File: src/rtl/serial_adder.sv
// Bit-serial WIDTH-bit adder, LSB first, one bit per clock; result WIDTH clocks after the start edge.
// No backpressure: start is accepted in IDLE/FIN and ignored while busy; done pulses once per result.
module serial_adder #(
    parameter int WIDTH = 8
) (
    input  logic             clk,
    input  logic             rst,
    input  logic             start,
    input  logic [WIDTH-1:0] A,
    input  logic [WIDTH-1:0] B,
    input  logic             Cin,
    output logic             busy,
    output logic             done,
    output logic [WIDTH-1:0] S,
    output logic             Cout,
    output logic             V
);
    localparam int CW = $clog2(WIDTH);

    typedef enum logic [1:0] {
        IDLE = 2'd0,
        RUN  = 2'd1,
        FIN  = 2'd2
    } state_t;

    state_t           state_q, state_d;
    logic [WIDTH-1:0] a_q, a_d;
    logic [WIDTH-1:0] b_q, b_d;
    logic [WIDTH-1:0] sum_q, sum_d;
    logic [CW-1:0]    cnt_q, cnt_d;
    logic             c_q, c_d;
    logic [WIDTH-1:0] s_q, s_d;
    logic             cout_q, cout_d;
    logic             v_q, v_d;

    logic sum_bit;
    logic carry_nxt;

    assign sum_bit   = a_q[0] ^ b_q[0] ^ c_q;
    assign carry_nxt = (a_q[0] & b_q[0]) | (c_q & (a_q[0] ^ b_q[0]));

    always_comb begin
        state_d = state_q;
        a_d     = a_q;
        b_d     = b_q;
        sum_d   = sum_q;
        cnt_d   = cnt_q;
        c_d     = c_q;
        s_d     = s_q;
        cout_d  = cout_q;
        v_d     = v_q;

        case (state_q)
            IDLE, FIN: begin
                state_d = IDLE;
                if (start) begin
                    a_d     = A;
                    b_d     = B;
                    c_d     = Cin;
                    cnt_d   = '0;
                    sum_d   = '0;
                    state_d = RUN;
                end
            end
            RUN: begin
                a_d   = a_q >> 1;
                b_d   = b_q >> 1;
                c_d   = carry_nxt;
                sum_d = {sum_bit, sum_q[WIDTH-1:1]};
                if (cnt_q == CW'(WIDTH - 1)) begin
                    // c_q here is the carry into the MSB, so overflow needs no extra register
                    s_d     = {sum_bit, sum_q[WIDTH-1:1]};
                    cout_d  = carry_nxt;
                    v_d     = c_q ^ carry_nxt;
                    state_d = FIN;
                end else begin
                    cnt_d = cnt_q + CW'(1);
                end
            end
            default: state_d = IDLE;
        endcase
    end

    always_ff @(posedge clk or posedge rst) begin
        if (rst) begin
            state_q <= IDLE;
            a_q     <= '0;
            b_q     <= '0;
            sum_q   <= '0;
            cnt_q   <= '0;
            c_q     <= 1'b0;
            s_q     <= '0;
            cout_q  <= 1'b0;
            v_q     <= 1'b0;
        end else begin
            state_q <= state_d;
            a_q     <= a_d;
            b_q     <= b_d;
            sum_q   <= sum_d;
            cnt_q   <= cnt_d;
            c_q     <= c_d;
            s_q     <= s_d;
            cout_q  <= cout_d;
            v_q     <= v_d;
        end
    end

    assign busy = (state_q == RUN);
    assign done = (state_q == FIN);
    assign S    = s_q;
    assign Cout = cout_q;
    assign V    = v_q;

endmodule

File: config.mk
export PLATFORM = sky130hd
export DESIGN_NAME = serial_adder
export DESIGN_NICKNAME = d
export VERILOG_FILES = /design/src/rtl/serial_adder.sv
export SDC_FILE = /design/constraint.sdc
export NUM_CORES = 1
export LEC_CHECK = 0
export ABC_CLOCK_PERIOD_IN_PS = 3200
export CAP_MARGIN = 5
export CORE_AREA = 10 10 76 65
export DETAILED_ROUTE_END_ITERATION = 16
export DIE_AREA = 0 0 86 75
export DONT_BUFFER_PORTS = 1
export GPL_ROUTABILITY_DRIVEN = 0
export PLACE_DENSITY = 0.69
export SYNTH_ARGS = -nofsm -noshare
export SYNTH_HDL_FRONTEND = slang
export SYNTH_SLANG_ARGS = --single-unit
File: constraint.sdc
create_clock -name clk -period 3.2 [get_ports clk]
set_clock_uncertainty 0.1 [all_clocks]
set_input_delay 0.48 -clock clk [delete_from_list [all_inputs] [get_ports clk]]
set_output_delay 0.48 -clock clk [all_outputs]
set_load 0.02 [all_outputs]
==> results of run 1 <==
-- routing by layer --
layer	share of wire, %	vias to the layer above
met5	0	-
met4	3.1	0
met3	9.2	9
met2	48	26
met1	40	538
li1	-	512
-- cell families after synthesis --
family          Yosys count  share of synthesized area (%)
flops                    39                           56.8
buf+inv                  21                           5.75
fa+ha+maj                 3                           2.62
mux                      16                           10.1
simple gates             23                           7.72
xor+xnor                  1                          0.510
compound gates           43                           16.5
-- worst min path at each step --
stage | from | to | slack, ns | cells past startpoint
3_5_place_dp | cnt_q[2] | cnt_q[2] | 0.40 | 2
6_report | rst | Cout | 0.09 | 2
2_1_floorplan | cnt_q[2] | cnt_q[2] | 0.37 | 2
3_3_place_gp | cnt_q[2] | cnt_q[2] | 0.38 | 2
5_1_grt | rst | Cout | 0.15 | 2
4_1_cts | rst | cnt_q[1] | 0.1 | 2
-- layout make-up --
cell class,instances,area [um2]
Timing Repair Buffer,1,7.51
Tap cell,42,52.6
Clock inverter,2,60.1
Clock buffer,6,72.6
Fill cell,294,1540
Sequential cell,39,976
Multi-Input combinational cell,86,643
Inverter,12,45.0
-- Yosys cell counts, drive strengths merged --
cell type and instances:
nand2 5, o211ai 1, nor2b 8, or3b 1, a211oi 6, a21o 1, o22ai 9, a21oi 15
buf 9, ha 2, dfrtp 39, inv 12, o21ai 2, mux2i 6, nor2 2, nand2b 2
xnor2 1, nand3 4, a22o 9, nand3b 1, mux2 10, fa 1
-- metrics by stage --
step / setup WS, ns / power, uW / cells
after floorplan: 1.52 / 1440 / 146
after global routing: 0.561 / 2170 / 188
after global placement: 1.17 / 1510 / 180
final: 0.801 / 2020 / 188
after detailed placement: 1.10 / 1560 / 180
after CTS: 0.780 / 2040 / 188
-- state kept, by name (all words and copies together), names as in the netlist --
| signal | cells |
|---|---|
| S | 8 |
| a_q | 8 |
| c_q | 1 |
| sum_q | 7 |
| cnt_q | 3 |
| b_q | 8 |
| Cout | 1 |
| state_q | 2 |
| V | 1 |
-- where the power goes --
group	leakage (uW)	switching, uW	total (uW)	internal (uW)
registers	0.000480	265	980	715
clock network	0.0000654	168	479	312
logic	0.000308	270	558	288
total	0.000854	702	2020	1310
-- critical path, stage by stage (launching register included) --
cell      delay (ns)
dfrtp_1         0.77
nand2b_1        0.37
inv_1           0.39
==> run_results.csv, run 1 <==
group,metric,value,unit
outcome,outcome,"completed",
critical_path,rrSetupSlack,1.20,ns
sta,fin_crit_sh,75.0,%
clock_network,numCtsBuffers,5,
critical_path,reg2reg_to,"S[6]",
drt,ant_nets,0,
floorplanning,io_pins,32,
global_route,antenna_found_initial,0,
global_route,grt_pass1_wl,5410,um
global_route,grt_usage,11.0,%
finish,antenna_cells,0,
critical_path,startpoint_type,"register",
clock_network,clk_latency,0.29,ns
floorplanning,core,3400,um2
synth,synth.top_cell.area_share,56.8,%
critical_path,required,2.62,ns
synth,synth_seq_cells,39,
floorplanning,std_cell_rows,19,
global_route,overflow,0,
synth,syn_inst,146,
sta,finalMaxSlewViolations,0,
finish,drive_gt1_share,14.4,%
drt,via_per_inst,5.77,
drt,wl_per_cell,17.6,um
critical_path,path_max_fanout,24,
synth,synth.cell_area,1720,um2
finish,utilization,54.6,%
clock_network,post_cts_buffers,0,
synth,synthTopCellsByArea,"dfrtp_1 (57%), mux2_2 (6.6%), a22o_1 (4.6%), a21oi_1 (4.4%), mux2i_1 (3.5%)",
clock_network,postCtsHoldBufs,0,
floorplanning,die-area,6450,um2
sta,slew_headroom,55.9,%
synth,ys_seq_area_share,56.8,%
drt,vias,1085,
synth,synth.distinct_cells,26,
drt,wl,3320,um
drt,firstDrtPassIters,4,
critical_path,rr_worst_depth,2,
clock_network,cts_tree,"yes",
job,maxCapViolCount,0,
critical_path,r2r_start,"state_q[0]",
synth,netlist.top_cell.by_area,"dfrtp_1",
critical_path,critPathCaptureType,"output port",
placement,place_area,1720,um2
sta,worst_pin_slew,0.661,ns
global_route,globalRouteMet3Util,5.93,%
placement,portBuffers,0,
clock_network,htreeDepth,2,
clock_network,ctsResizeCount,0,
floorplanning,die_w,86,um
sta,whs,0.0853,ns
sta,setup_viol,0,
global_route,grt_start_max_net_pins,40,
critical_path,crit_path_end,"busy",
finish,nets,168,
power_and_ir_drop,ir_worst_vdd,0.000422,V
clock_network,cts.path.max_buffers,2,
global_route,met1_usage,11.4,%
critical_path,crit_path_start,"state_q[0]",
floorplanning,fp.dieH,75,um
clock_network,tritoncts_num_sinks,39,
global_route,grt_pass1_vias,1111,
finish,final_cell_mix,"dfrtp_1 (39), a21oi_1 (15), inv_1 (12), mux2_2 (10)",
sta,fmax,417,MHz
sta,setup_tns,0,ns
power_and_ir_drop,power_density,1090,nW/um2
power_and_ir_drop,leakage,0.000854,uW
critical_path,worstPathArrival,1.82,ns
clock_network,cts_root_buffer,"clkbuf_8",
clock_network,cts.clk_slew.worst_paths,0.07,ns
global_route,grtUsageMet2,17.0,%
drt,drt_iter0_drc,99,
min_path,hold_path.class,"input port to asynchronous set/reset pin",
drt,drc_errors,0,
finish,fin_area,1860,um2
synth,avgSynthCellArea,11.8,um2
floorplanning,initial_core_util,50.5,%
sta,period_minus_slack,2.40,ns
global_route,busiest_layer,"met2",
critical_path,path_class,"register to output port",
finish,final_common_cell,"dfrtp_1",
synth,synth_fp_nets,169,
sta,hold_viol,0,
synth,yosys_warnings,0,
placement,dp_hpwl,2350,um
sta,rsz0062_at_grt,"no",
finish,syn2layout_area_growth,8.08,%
Note: power is estimated with default switching activity, not from simulation.
==> inputs of run 2 (changes only) <==
ABC_CLOCK_PERIOD_IN_PS = 2000   (was 3200)
PLACE_DENSITY = 0.72   (was 0.69)
clock period = 2 ns   (was 3.2 ns; I/O delays follow)
==> run_results.csv, run 2 (synthesis results as in run 1) <==
group,metric,value,unit
outcome,outcome,"completed",
drt,drc_errors,0,
global_route,grt_usage,10.7,%
clock_network,clk_latency,0.29,ns
sta,setup_viol,0,
global_route,busiest_layer,"met2",
power_and_ir_drop,power_density,1730,nW/um2
drt,drt_iter0_drc,44,
min_path,whs_path_depth,1,
job,maxCapViolCount,0,
critical_path,rr_worst_depth,4,
finish,nets,173,
global_route,overflow,0,
finish,antenna_cells,0,
clock_network,numCtsBuffers,5,
global_route,grtUsageMet2,16.9,%
sta,rsz0062_at_grt,"no",
finish,syn2layout_area_growth,10.4,%
floorplanning,std_cell_rows,19,
finish,final_cell_mix,"dfrtp_1 (39), a21oi_1 (15), inv_1 (12), mux2_2 (10)",
placement,portBuffers,0,
finish,fin_area,1900,um2
drt,firstDrtPassIters,4,
critical_path,worstPathArrival,1.94,ns
power_and_ir_drop,ir_worst_vdd,0.000873,V
sta,fin_crit_sh,92.9,%
sta,period_minus_slack,1.86,ns
drt,wl_per_cell,17.0,um
finish,final_common_cell,"dfrtp_1",
floorplanning,fp.dieH,75,um
sta,hold_viol,0,
floorplanning,die_w,86,um
critical_path,required,2.08,ns
placement,dp_hpwl,2410,um
critical_path,path_class,"register to register",
global_route,grt_pass1_vias,1136,
global_route,grt_pass1_wl,5490,um
global_route,met1_usage,11.9,%
finish,drive_gt1_share,16.6,%
global_route,antenna_found_initial,0,
floorplanning,die-area,6450,um2
sta,slew_headroom,63.0,%
critical_path,path_max_fanout,12,
floorplanning,core,3400,um2
clock_network,post_cts_buffers,0,
critical_path,critPathCaptureType,"register",
clock_network,tritoncts_num_sinks,39,
drt,via_per_inst,5.77,
sta,setup_tns,0,ns
drt,ant_nets,0,
sta,fmax,538,MHz
clock_network,cts_root_buffer,"clkbuf_8",
placement,place_area,1750,um2
drt,vias,1114,
floorplanning,initial_core_util,50.5,%
clock_network,cts.path.max_buffers,2,
global_route,grt_start_max_net_pins,40,
clock_network,htreeDepth,2,
critical_path,startpoint_type,"register",
floorplanning,io_pins,32,
power_and_ir_drop,leakage,0.000878,uW
clock_network,cts_tree,"yes",
min_path,hold_path.class,"input port to register",
sta,finalMaxSlewViolations,0,
global_route,globalRouteMet3Util,5.61,%
clock_network,cts.clk_slew.worst_paths,0.08,ns
drt,wl,3280,um
sta,worst_pin_slew,0.553,ns
-- run 2: cell type report --
type | instances | area, um2
clock buffers | 6 | 72.6
clock inverters | 2 | 60.1
fillers | 290 | 1500
inverters | 12 | 45.0
multi-input cells | 86 | 643
flip-flops and latches | 39 | 976
well taps | 42 | 52.6
repair buffers | 6 | 47.5
-- run 2: routing by layer --
layer / part of all wire [%] / routed length (um)
met4: 1.5 / 50
met5: 0 / 0
met1: 42 / 1370
met2: 48 / 1570
met3: 8.8 / 290
-- run 2: repair_timing --
action / CTS / global route
resized for setup: 0 / 0
setup endpoints to repair: 0 / 0
hold buffers: 1 / 0
hold endpoints to repair: 39 / 0
-- run 2: path summary, 6_finish.rpt --
kind | startpoint | end | slack (ns)
min reg2reg | b_q[1] | b_q[1] | 0.42
max | cnt_q[0] | S[2] | 0.14
max reg2reg | cnt_q[0] | S[2] | 0.14
min | A[7] | a_q[7] | 0.04
max in group asynchronous | rst | c_q | 0.99
min in group asynchronous | rst | b_q[2] | 0.47
-- run 2: power by group --
group / internal, uW / leakage (uW) / switching, uW / total, uW
Clock: 498 / 0.0000654 / 257 / 755
Combinational: 496 / 0.000333 / 496 / 992
Sequential: 1150 / 0.000480 / 380 / 1530
-- run 2: worst max-delay path: stages (launching register included) --
cell	delay [ns]
dfrtp_1	0.42
ha_1	0.22
ha_1	0.20
nand3b_1	0.41
mux2_2	0.40
-- run 2: through the flow --
stage | power (uW) | cells | setup WS [ns] | hold slack [ns] | util, %
global placement | 2470 | 184 | 0.209 | 0.223 | 51.6
detailed placement | 2550 | 184 | 0.125 | 0.239 | 51.6
finish | 3270 | 193 | 0.141 | 0.0449 | 55.8
floorplan | 2310 | 146 | 0.318 | 0.333 | -
CTS | 3310 | 193 | 0.125 | 0.0391 | 55.8
global route | 3500 | 193 | 0.0219 | 0.0397 | 55.8
